--- src/rtl/seq_detector_param.sv ---
// Parametrised serial pattern detector with run-time reloadable pattern,
// fill-count progress output and a saturating match counter.
module seq_detector_param #(
  parameter int                 SEQ_LEN = 4,
  parameter logic [SEQ_LEN-1:0] PATTERN = 4'b1011,
  parameter bit                 OVERLAP = 1'b0,
  parameter int                 CNT_W   = 8
) (
  input  logic                           clk,
  input  logic                           rst,
  input  logic                           in,
  input  logic                           en,
  input  logic                           pat_we,
  input  logic [SEQ_LEN-1:0]             pat_in,
  input  logic                           clr_count,
  output logic                           out,
  output logic [$clog2(SEQ_LEN+1)-1:0]   progress,
  output logic [CNT_W-1:0]               match_count
);

  localparam int             PW        = $clog2(SEQ_LEN + 1);
  localparam logic [PW-1:0]  FILL_FULL = PW'(SEQ_LEN);

  if (SEQ_LEN < 2 || SEQ_LEN > 16) begin : g_bad_len
    $error("seq_detector_param: SEQ_LEN must be in 2..16");
  end

  logic [SEQ_LEN-1:0] hist_q, hist_d;
  logic [SEQ_LEN-1:0] pat_q, pat_d;
  logic [PW-1:0]      fill_q, fill_d;
  logic               out_q, out_d;
  logic [CNT_W-1:0]   cnt_q, cnt_d;

  logic [SEQ_LEN-1:0] hist_n;
  logic [PW-1:0]      fill_n;
  logic               hit;

  always_comb begin
    hist_d = hist_q;
    pat_d  = pat_q;
    fill_d = fill_q;
    out_d  = 1'b0;
    cnt_d  = cnt_q;
    hit    = 1'b0;
    hist_n = {hist_q[SEQ_LEN-2:0], in};
    fill_n = (fill_q == FILL_FULL) ? fill_q : fill_q + 1'b1;

    if (pat_we) begin
      pat_d  = pat_in;
      hist_d = '0;
      fill_d = '0;
    end else if (en) begin
      hit    = (fill_n == FILL_FULL) && (hist_n == pat_q);
      out_d  = hit;
      hist_d = hist_n;
      // Non-overlap mode restarts the fill so the next match needs fresh bits.
      fill_d = (hit && !OVERLAP) ? '0 : fill_n;
    end

    if (clr_count) begin
      cnt_d = '0;
    end else if (hit && (cnt_q != '1)) begin
      cnt_d = cnt_q + 1'b1;
    end
  end

  always_ff @(posedge clk) begin
    if (rst) begin
      hist_q <= '0;
      pat_q  <= PATTERN;
      fill_q <= '0;
      out_q  <= 1'b0;
      cnt_q  <= '0;
    end else begin
      hist_q <= hist_d;
      pat_q  <= pat_d;
      fill_q <= fill_d;
      out_q  <= out_d;
      cnt_q  <= cnt_d;
    end
  end

  assign out         = out_q;
  assign progress    = fill_q;
  assign match_count = cnt_q;

endmodule

--- config.mk ---
export PLATFORM = sky130hd
export DESIGN_NAME = seq_detector_param
export DESIGN_NICKNAME = d
export VERILOG_FILES = /design/src/rtl/seq_detector_param.sv
export SDC_FILE = /design/constraint.sdc
export NUM_CORES = 1
export LEC_CHECK = 0
export CAP_MARGIN = 10
export CORE_MARGIN = 2
export CORE_UTILIZATION = 35
export CTS_CLUSTER_SIZE = 20
export DETAILED_ROUTE_END_ITERATION = 7
export GPL_TIMING_DRIVEN = 0
export RECOVER_POWER = 50
export SETUP_SLACK_MARGIN = 0.5
export SLEW_MARGIN = 25
export SYNTH_ARGS = -nofsm -noshare
export SYNTH_HDL_FRONTEND = slang
export SYNTH_SLANG_ARGS = --single-unit
--- constraint.sdc ---
create_clock -name clk -period 2.3 [get_ports clk]
set_input_delay 0.23 -clock clk [delete_from_list [all_inputs] [get_ports clk]]
set_output_delay 0.23 -clock clk [all_outputs]
set_load 0.005 [all_outputs]
* After elaboration in Yosys (flattened, before gate mapping) *
Cells that the tools add are included.

storage, ports and cells
  output and inout port bits = 12
  word-level logic and storage cells = 19
  register bits after elaboration = 19
  input port bits = 10

operators by class
  $add $sub $neg = 2
  equal/unequal tests = 4
  mux-type cells = 4
  reductions and logical operators = 4

operator list
  operator                                       count
  adder 8 x 1 -> 8 bit (second input constant)   1
  inequality test 8 bit (second input constant)  1
  equality test 3 bit (second input constant)    2
  two-way mux 3 bit                              2
  equality test 4 bit                            1
  OR reduction 2 bit                             2
  adder 3 x 1 -> 3 bit (second input constant)   1
  logical AND 1 bit                              2
  two-way mux 1 bit                              2

* Longest topological paths before layout *
Gate-level depths: netlist of run 1.

  depth in word-level cells = 7
  depth in mapped cells = 6
  mapped depth without buffers = 6

* Least setup slack after synthesis of run 1 *
No wires, ideal clock.

  path kind = register to register
  from = register fill_q[0] (netlist: progress[0])
  to = register cnt_q[0] (netlist: match_count[0])
  buffers on the path = 0
  data required time = 2.230 ns
  slack = 0.059 ns
  data arrival time = 2.172 ns
  library setup time = 0.070 ns
  clock period less this slack = 2.241 ns
  cell stages (with the launch flop) = 7
  path through = dfxtp_1 inv_1 ha_1 or4b_4 o211a_4 or4_1 a21oi_1

between the ends
  word-level cells in the longest chain between the ends = 7
  elaborated cells between the ends (all ways) = 8
  those cells by class = add/sub: 1; eq/ne: 2; mux: 3; reduce/logical: 2

ends and longest elaborated chain
  item                                                         line  source
  start: declaration                                           30    logic [PW-1:0] fill_q, fill_d;
  start signal: assignment                                     77    fill_q <= fill_d;
  adder 3 x 1 -> 3 bit or equality test 3 bit (tied branches)  46    fill_n = (fill_q == FILL_FULL) ? fill_q : fill_q + 1'b1;
  two-way mux 3 bit (*)                                        46
  equality test 3 bit (*)                                      53    hit = (fill_n == FILL_FULL) && (hist_n == pat_q);
  logical AND 1 bit (*)                                        53
  two-way mux 1 bit (*)                                        --
  two-way mux 1 bit (*)                                        48    if (pat_we) begin
  logical AND 1 bit (*)                                        62    end else if (hit && (cnt_q != '1)) begin
  end signal: assignment                                       79    cnt_q <= cnt_d;
  end: declaration                                             32    logic [CNT_W-1:0] cnt_q, cnt_d;

Mark *: on every way between the ends. The rest lies on a longest branch, timed or not.
A chain may end at the register's enable or synchronous reset.

* Worst setup path after layout of run 1 *
  from = register fill_q[1] (netlist: progress[1])
  to = register cnt_q[0] (netlist: match_count[0])

The elaborated chain is that of the path after synthesis.

==> results of run 1 <==
==> area by class of cell <==
class	instances	area [sq um]
timing repair buffer	28	262
buffer	4	15.0
multi-input combinational	87	673
sequential	19	384
tap	31	38.8
clock buffer	4	26.3
inverter	4	15.0
fill	258	1340
==> sequential cells by signal, indices dropped and copies added, names as in the netlist <==
signal	cells
pat_q	4
match_count	8
hist_q	3
progress	3
out	1
==> synthesized netlist by cell type, drive strengths merged, types with 2 or more instances <==
cell,instances,share of area [%]
a211o,3,2.6
a21oi,4,2.0
a31oi,2,1.2
and4,3,2.6
clkbuf,4,1.5
dfxtp,19,37
ha,3,3.7
inv,4,1.5
mux2i,8,7.9
nand2,7,2.6
nand3,4,2.0
nand4,4,2.5
nor2,10,3.7
nor2b,4,2.5
nor4,5,3.1
o21ai,3,1.5
o31ai,2,1.5
or2,2,1.2
or3,3,1.8
or4,2,1.5
or4bb,2,2.2
xnor2,5,4.3
==> cells by family (layout without fill, tap and decap cells) <==
logic type                 after synthesis  after routing
AOI/OAI and AO/OA                       19             19
xor gates and xnor gates                 5              5
adders and majority gates                3              3
buffers and inverters                    8             40
DFF                                     19             19
muxes                                    8              8
and+or+nand+nor                         52             52
==> critical path, stage by stage, from the launching register on <==
cell and delay, ns:
dfxtp_1 0.38, inv_2 0.07, ha_4 0.24, or4b_4 0.52
o211a_4 0.26, or4_1 0.51, a21oi_1 0.14
==> through the flow <==
step           cell area [sq um]  cells  setup slack [ns]  power (uW)  utilization (%)
2_1_floorplan               1030    114             0.193         390                -
3_3_place_gp                1260    164             0.127         414             45.7
3_5_place_dp                1260    164            0.0932         416             45.7
4_1_cts                     1360    174             0.158         596             49.3
5_1_grt                     1410    177            0.0677         615             51.3
6_report                    1410    177             0.124         588             51.3
==> repair_timing <==
item                                    CTS  global route
endpoints found under the setup margin   10            10
hold buffers                              0             0
pin swaps                                10             8
resized for setup                         4             8
endpoints found under the hold margin     0             0
setup buffers                             6             3
==> layer usage <==
layer  track usage, %  up-vias
li1                 -      487
met1             18.7      449
met2             25.2       20
met3             2.23        4
met4             5.65        0
met5                0        -
==> power by group through the flow <==
stage          registers [uW]  clock network (uW)  logic (uW)
2_1_floorplan             347                   0        42.7
3_3_place_gp              349                   0        65.7
3_5_place_dp              349                   0        67.3
4_1_cts                   340                 183        72.7
5_1_grt                   341                 192        82.5
6_report                  340                 173        74.6
==> worst max path at each step <==
stage / from / to
final: progress[1]$_SDFFE_PP0P_ / match_count[0]$_SDFFE_PP0P_
after global routing: progress[1]$_SDFFE_PP0P_ / match_count[0]$_SDFFE_PP0P_
after CTS: progress[1]$_SDFFE_PP0P_ / match_count[0]$_SDFFE_PP0P_
after detailed placement: progress[1]$_SDFFE_PP0P_ / match_count[6]$_SDFFE_PP0P_
after global placement: progress[1]$_SDFFE_PP0P_ / match_count[6]$_SDFFE_PP0P_
after floorplan: progress[1]$_SDFFE_PP0P_ / match_count[0]$_SDFFE_PP0P_
==> reports/summary.txt, run 1 <==
status = finished, final reports clean
yosys synthesis warning count = 0
final hold violation count = 0
Hold Slack = 0.398 ns
data required time at the worst endpoint = 2.54 ns
launch point of the worst reg-to-reg path = progress[1]$_SDFFE_PP0P_
Period minus WS final = 2.18 ns
Chip Height = 57.8 um
Post-synth EDFFs = 0
WL final = 2500 um
initial antenna violation count = 0
Hold Path Depth = 3
IO Count = 22
IO buf count = 19
Worst Tran Pin Value = 0.595 ns
NetSw = 146 uW
metal2 WL = 1300 um
Synth Area in XOR/XNOR = 4.32%
Yosys reg bits = 19
r2r worst-path depth = 6
RR Endpoint = match_count[0]$_SDFFE_PP0P_
routed vias/inst = 5.42
Clock Pin Slew Worst Setup and Hold Paths = 0.11 ns
DR WL/cell = 14.1 um
Core Footprint = 2760 sq um
Pleak = 0.000504 uW
startpoint types = flip-flop
routability congestion estimate = 0.864
Hold Crit Start = en
Setup Skew = 0.00163 ns
diodes inserted = 0
DRT Pass-1 Iters = 4
Antenna Nets Post-Route = 0
sequential fraction of design power = 57.9%
vias in the first global route = 912
Bufs on Longest Clock Path = 2
Primary FF master, synth = dfxtp_1
ys async rst share = 0%
CP Data Arrival Time = 2.41 ns
Hold EP = hist_q[0]$_SDFFE_PP0P_
cts bufs inserted = 3
mux cell area share after synthesis = 7.89%
max-cap viol count = 0
Slew Limit Fails = 0
via count = 960
M1 wire length = 1090 um
drt drc = 0
Syn Area/Cell = 8.90 sq um
H-tree levels = 1
Period Utilization, post-route = 94.6%
sequential cell area fraction in the yosys report = 37.5%
initial core utilization = 36.8%
root buf cell = clkbuf_4
Hold Crit Class = in2reg
detailed router's first-iteration violation count = 27
Netlist cell types = 33
GR Overflow Total = 0
Syn Std Cell Area = 1010 sq um
commonest non-fill, non-tap cell in the layout = dfxtp_1
Synth Area in Compound Gates = 13.4%
reg-to-reg slack, setup = 0.12 ns
most frequent cells in the layout = dfxtp_1 (18), clkdlybuf4s50_1 (12), nor2_1 (10)
full die area = 3350 sq um
Post-Syn Nets = 127
layout cells sized above 1 = 18.5%
CTS sink cnt = 19
die width = 57.8 um
Pwr per Cell Area = 416 nW/um^2
Max VDD drop = 0.000325 V
highest routed metal layer = met4
Max Fclk = 459 MHz
power share of the clock group = 29.4%
power share of the combinational group = 12.7%
first-pass GRT wire length = 3900 um
Setup TNS = 0 ns
Sw Share = 24.8%
Clock Latency Late Sink = 0.29 ns
Crit Path Max Fanout = 4
Area growth syn-to-layout = 39.3%
post-synthesis cell count = 114
WL met3 = 77 um
post-DP HPWL = 1680 um
nets = 160
endpoint class of the critical path = flip-flop
CTS tree = done
total track usage = 14.8%
largest net degree at the start of global routing = 11
largest family of logic cells by synthesized area = simple AND/OR/NAND/NOR gates
row cnt = 19
relative slew slack = 60.2%
RSZ-0062 raised after global routing = yes
setup violators final = 0
simple-gate share of the synthesized area = 30.2%
post-synthesis adder-cell area fraction = 3.70%
Int Pwr = 442 uW
worst setup path class = reg2reg
(Power assumes the default switching activity.)
==> run 2: changes to the inputs <==
- MAX_ROUTING_LAYER: default -> met4
==> reports/summary.txt, run 2 (synthesis gave the netlist of run 1 again) <==
WL final = 2500 um (unchanged)
Hold-fix buffers, CTS = 0 (unchanged)
Period minus WS final = 2.18 ns (about the same)
commonest non-fill, non-tap cell in the layout = dfxtp_1 (unchanged)
Pwr per Cell Area = 416 nW/um^2 (about the same)
routability congestion estimate = 0.878 (was 0.864)
max-cap viol count = 0 (unchanged)
initial core utilization = 36.8% (unchanged)
Setup TNS = 0 ns (unchanged)
first-pass GRT wire length = 3900 um (unchanged)
GR Overflow Total = 0 (unchanged)
detailed router's first-iteration violation count = 34 (was 27)
Crit Path Max Fanout = 4 (unchanged)
Area growth syn-to-layout = 39.3% (unchanged)
via count = 957 (was 960)
die width = 57.8 um (unchanged)
Hold Crit Start = en (unchanged)
Pleak = 0.000504 uW (unchanged)
startpoint types = flip-flop (unchanged)
worst setup path class = reg2reg (unchanged)
vias in the first global route = 912 (unchanged)
CP max-delay cell = or4b_4 (unchanged)
Clock Pin Slew Worst Setup and Hold Paths = 0.11 ns (about the same)
H-tree levels = 1 (unchanged)
Largest register FFs = 8 (unchanged)
Worst Tran Pin Value = 0.597 ns (was 0.595 ns)
initial antenna violation count = 0 (unchanged)
global routing usage on met2 = 25.2% (unchanged)
CTS sink cnt = 19 (unchanged)
setup violators final = 0 (unchanged)
final hold violation count = 0 (unchanged)
full die area = 3350 sq um (unchanged)
critical path cell sequence = inv_2, ha_4, or4b_4, o211a_4, or4_1, a21oi_1 (unchanged)
root buf cell = clkbuf_4 (unchanged)
row cnt = 19 (unchanged)
Max Fclk = 459 MHz (about the same)
post-DP HPWL = 1680 um (unchanged)
met1 GRT Util = 18.7% (unchanged)
CP peak stage delay = 0.52 ns (about the same)
Hold Crit Class = in2reg (unchanged)
Bufs on Longest Clock Path = 2 (unchanged)
Clock Latency Late Sink = 0.29 ns (about the same)
drt drc = 0 (unchanged)
IO Count = 22 (unchanged)
endpoint class of the critical path = flip-flop (unchanged)
Antenna Nets Post-Route = 0 (unchanged)
IO buf count = 19 (unchanged)
cts bufs inserted = 3 (unchanged)
largest net degree at the start of global routing = 11 (unchanged)
launch point of the worst reg-to-reg path = progress[1]$_SDFFE_PP0P_ (unchanged)
RSZ-0062 raised after global routing = yes (unchanged)
met3 Use GR = 2.23% (unchanged)
most frequent cells in the layout = dfxtp_1 (18), clkdlybuf4s50_1 (12), nor2_1 (10) (unchanged)
Period Utilization, post-route = 94.6% (about the same)
Chip Height = 57.8 um (unchanged)
DR WL/cell = 14.1 um (unchanged)
Hold Slack = 0.398 ns (about the same)
Max VDD drop = 0.000325 V (about the same)
DRT Pass-1 Iters = 4 (unchanged)
Setup Skew = 0.00187 ns (was 0.00163 ns)
total track usage = 15.2% (was 14.8%)
layout cells sized above 1 = 18.5% (unchanged)
status = finished, final reports clean (unchanged)
global routing's busiest layer = met2 (unchanged)
diodes inserted = 0 (unchanged)
Worst Setup SP = progress[1]$_SDFFE_PP0P_ (unchanged)
CTS tree = done (unchanged)
routed vias/inst = 5.41 (was 5.42)
relative slew slack = 60.1% (was 60.2%)
Core Footprint = 2760 sq um (unchanged)
Slew Limit Fails = 0 (unchanged)
CP Data Arrival Time = 2.41 ns (about the same)
nets = 160 (unchanged)
data required time at the worst endpoint = 2.54 ns (about the same)
## run 2: cell counts in the layout (fill, tap and decap cells not counted)
No cell type changed its count.
## run 2: repair_timing
item                       in CTS  in global routing
pin swaps                      10                  8
resized for setup               4                  8
buffers inserted                6                  3
setup endpoints to repair      10                 10
## run 2: cell type report
class | instances | area [sq um]
Sequential cell | 19 | 384
Fill cell | 258 | 1340
Clock buffer | 4 | 26.3
Timing Repair Buffer | 28 | 262
Buffer | 4 | 15.0
Multi-Input combinational cell | 87 | 673
Tap cell | 31 | 38.8
Inverter | 4 | 15.0
## run 2: worst paths after layout
check	depth (start not counted)	endpoint	slack (ns)
setup / recovery	6	match_count[0]$_SDFFE_PP0P_	0.12
hold / removal	3	hist_q[0]$_SDFFE_PP0P_	0.40
setup reg to reg	6	match_count[0]$_SDFFE_PP0P_	0.12
hold reg to reg	2	match_count[6]$_SDFFE_PP0P_	0.52
## run 2: stage by stage
| stage | util (%) | setup WS, ns | std cells | total power (uW) | cell area, sq um |
|---|---|---|---|---|---|
| global route | 51.3 | 0.0677 | 177 | 615 | 1410 |
| floorplan | - | 0.193 | 114 | 390 | 1030 |
| finish | 51.3 | 0.124 | 177 | 587 | 1410 |
| CTS | 49.3 | 0.158 | 174 | 596 | 1360 |
| detailed placement | 45.7 | 0.0932 | 164 | 416 | 1260 |
| global placement | 45.7 | 0.127 | 164 | 414 | 1260 |
## run 2: critical path: cells and delay by family, from the launching register on
family	cells	cell delay (ns)
adder cells (fa/ha/maj)	1	0.24
flip-flops	1	0.38
AND/OR/NAND/NOR	2	1.03
buffers and inverters	1	0.07
AO/OA/AOI/OAI	2	0.40
## run 2: power breakdown
group	switching (uW)	internal [uW]
sequential	5.00	335
combinational	35.6	39.0
clock	105	67.5
## run 2: layer usage
layer / vias up / routed length [um]
met5: - / 0
met2: 18 / 1300
met3: 4 / 73
li1: 488 / -
met1: 447 / 1090
met4: 0 / 34
==> run 3: changes to the inputs <==
- DONT_BUFFER_PORTS: default -> 1
==> reports/summary.txt, run 3 (synthesis gave the netlist of run 1 again) <==
commonest non-fill, non-tap cell in the layout = dfxtp_1 (unchanged)
CTS tree = done (unchanged)
drt drc = 0 (unchanged)
NetSw = 147 uW (was 146 uW)
most frequent cells in the layout = dfxtp_1 (17), nor2_1 (10), mux2i_1 (8) (was dfxtp_1 (18), clkdlybuf4s50_1 (12), nor2_1 (10))
DR WL/cell = 13.7 um (was 14.1 um)
status = finished, final reports clean (unchanged)
Antenna Nets Post-Route = 0 (unchanged)
Max VDD drop = 0.000441 V (was 0.000325 V)
CP Data Arrival Time = 2.41 ns (about the same)
Core Footprint = 2760 sq um (unchanged)
IO buf count = 0 (was 19)
Worst Tran Pin Value = 0.610 ns (was 0.597 ns)
diodes inserted = 0 (unchanged)
Setup Skew = 0.00205 ns (was 0.00187 ns)
Period minus WS final = 2.16 ns (was 2.18 ns)
Pwr per Cell Area = 471 nW/um^2 (was 416 nW/um^2)
Area growth syn-to-layout = 19.6% (was 39.3%)
Int Pwr = 425 uW (was 442 uW)
H-tree levels = 1 (unchanged)
Clock Latency Late Sink = 0.31 ns (was 0.29 ns)
full die area = 3350 sq um (unchanged)
total track usage = 14.2% (was 15.2%)
r2r worst-path depth = 6 (unchanged)
Sw Share = 25.6% (was 24.8%)
Pleak = 0.000400 uW (was 0.000504 uW)
Slew Limit Fails = 0 (unchanged)
row cnt = 19 (unchanged)
initial antenna violation count = 0 (unchanged)
power after layout = 572 uW (was 587 uW)
Final Cell Area = 1210 sq um (was 1410 sq um)
layout cells sized above 1 = 19.8% (was 18.5%)
Final Non-Filler Cells = 157 (was 177)
GR Overflow Total = 0 (unchanged)
Largest register FFs = 8 (unchanged)
root buf cell = clkbuf_4 (unchanged)
Placed Instance Area = 1070 sq um (was 1260 sq um)
worst setup path class = reg2reg (unchanged)
RSZ-0062 raised after global routing = yes (unchanged)
Period Utilization, post-route = 93.9% (was 94.6%)
initial core utilization = 36.8% (unchanged)
placed insts = 145 (was 164)
Max Fclk = 463 MHz (was 459 MHz)
Setup TNS = 0 ns (unchanged)
Hold Path Depth = 1 (was 3)
Hold Crit Class = in2reg (unchanged)
startpoint types = flip-flop (unchanged)
Clock Pin Slew Worst Setup and Hold Paths = 0.11 ns (about the same)
final hold violation count = 0 (unchanged)
cts bufs inserted = 3 (unchanged)
largest net degree at the start of global routing = 13 (was 11)
WL final = 2150 um (was 2500 um)
routability congestion estimate = 0.810 (was 0.878)
max-cap viol count = 0 (unchanged)
setup violators final = 0 (unchanged)
Bufs on Longest Clock Path = 2 (unchanged)
vias in the first global route = 835 (was 912)
IO Count = 22 (unchanged)
via count = 872 (was 957)
Hold-fix buffers, CTS = 0 (unchanged)
Crit Path Max Fanout = 7 (was 4)
relative slew slack = 58.9% (was 60.1%)
data required time at the worst endpoint = 2.55 ns (was 2.54 ns)
Chip Height = 57.8 um (unchanged)
Worst Setup Slack, final = 0.140 ns (was 0.124 ns)
sequential fraction of design power = 59.5% (was 57.9%)
detailed router's first-iteration violation count = 5 (was 34)
CTS sink cnt = 19 (unchanged)
dpl ws = 0.0754 ns (was 0.0932 ns)
DRT Pass-1 Iters = 4 (unchanged)
first-pass GRT wire length = 3550 um (was 3900 um)
routed vias/inst = 5.55 (was 5.41)
post-DP HPWL = 1520 um (was 1680 um)
endpoint class of the critical path = flip-flop (unchanged)
power share of the combinational group = 9.4% (was 12.7%)
nets = 140 (was 160)
die width = 57.8 um (unchanged)
power share of the clock group = 31.0% (was 29.4%)
run 3: cell types whose count changed in the layout (fill, tap and decap cells not counted), sizes merged:
cell	previous run	this run
buf	9	8
clkbuf	8	7
clkinvlp	0	1
dlygate4sd3	7	0
clkdlybuf4s50	12	0
run 3: final cells by class:
type,instances,area (sq um)
multi-input cells,87,657
well taps,31,38.8
clock buffers,3,22.5
flip-flops and latches,19,388
inverters,4,17.5
plain buffers,4,15.0
fillers,283,1540
repair buffers,8,67.6
clock inverters,1,7.51
run 3: worst max-delay path, cell delays in order, from the launching register on:
cell	delay (ns)
dfxtp_4	0.41
inv_2	0.05
ha_4	0.21
or4b_4	0.52
o211a_4	0.27
or4_1	0.50
a21oi_1	0.14
run 3: repair_timing:
item	in CTS	in global routing
setup buffers	5	3
endpoints found under the setup margin	10	10
hold endpoints to repair	0	0
pin swaps	7	4
gates resized for setup	7	4
run 3: metal layers:
metal | global-route usage [%] | vias to the layer above | part of all wire (%)
met4 | 3.99 | 0 | 1.3
li1 | - | 444 | -
met2 | 22.4 | 23 | 48
met1 | 16.4 | 401 | 43
met3 | 6.03 | 4 | 7.4
met5 | - | - | 0
run 3: per-stage QoR:
stage / util (%) / hold WS, ns
3_5_place_dp: 38.8 / 0.353
2_1_floorplan: - / 0.348
6_report: 44.0 / 0.0309
3_3_place_gp: 38.8 / 0.348
4_1_cts: 42.4 / 0.0229
5_1_grt: 44.0 / 0.0142
run 3: final timing paths:
check | start | end | slack, ns
worst min register to register | hist_q[2]$_SDFFE_PP0P_ | hist_q[2]$_SDFFE_PP0P_ | 0.54
worst min-delay path | pat_in[3] | pat_q[3]$_SDFFE_PP1P_ | 0.03
worst max register to register | progress[0]$_SDFFE_PP0P_ | match_count[0]$_SDFFE_PP0P_ | 0.14
worst max-delay path | progress[0]$_SDFFE_PP0P_ | match_count[0]$_SDFFE_PP0P_ | 0.14
run 3: power by group through the flow:
stage / sequential, uW / combinational, uW / clock [uW]
5_1_grt: 342 / 60.3 / 200
2_1_floorplan: 347 / 42.7 / 0
3_3_place_gp: 349 / 50.0 / 0
3_5_place_dp: 349 / 50.7 / 0
6_report: 340 / 53.8 / 177
4_1_cts: 340 / 52.4 / 184
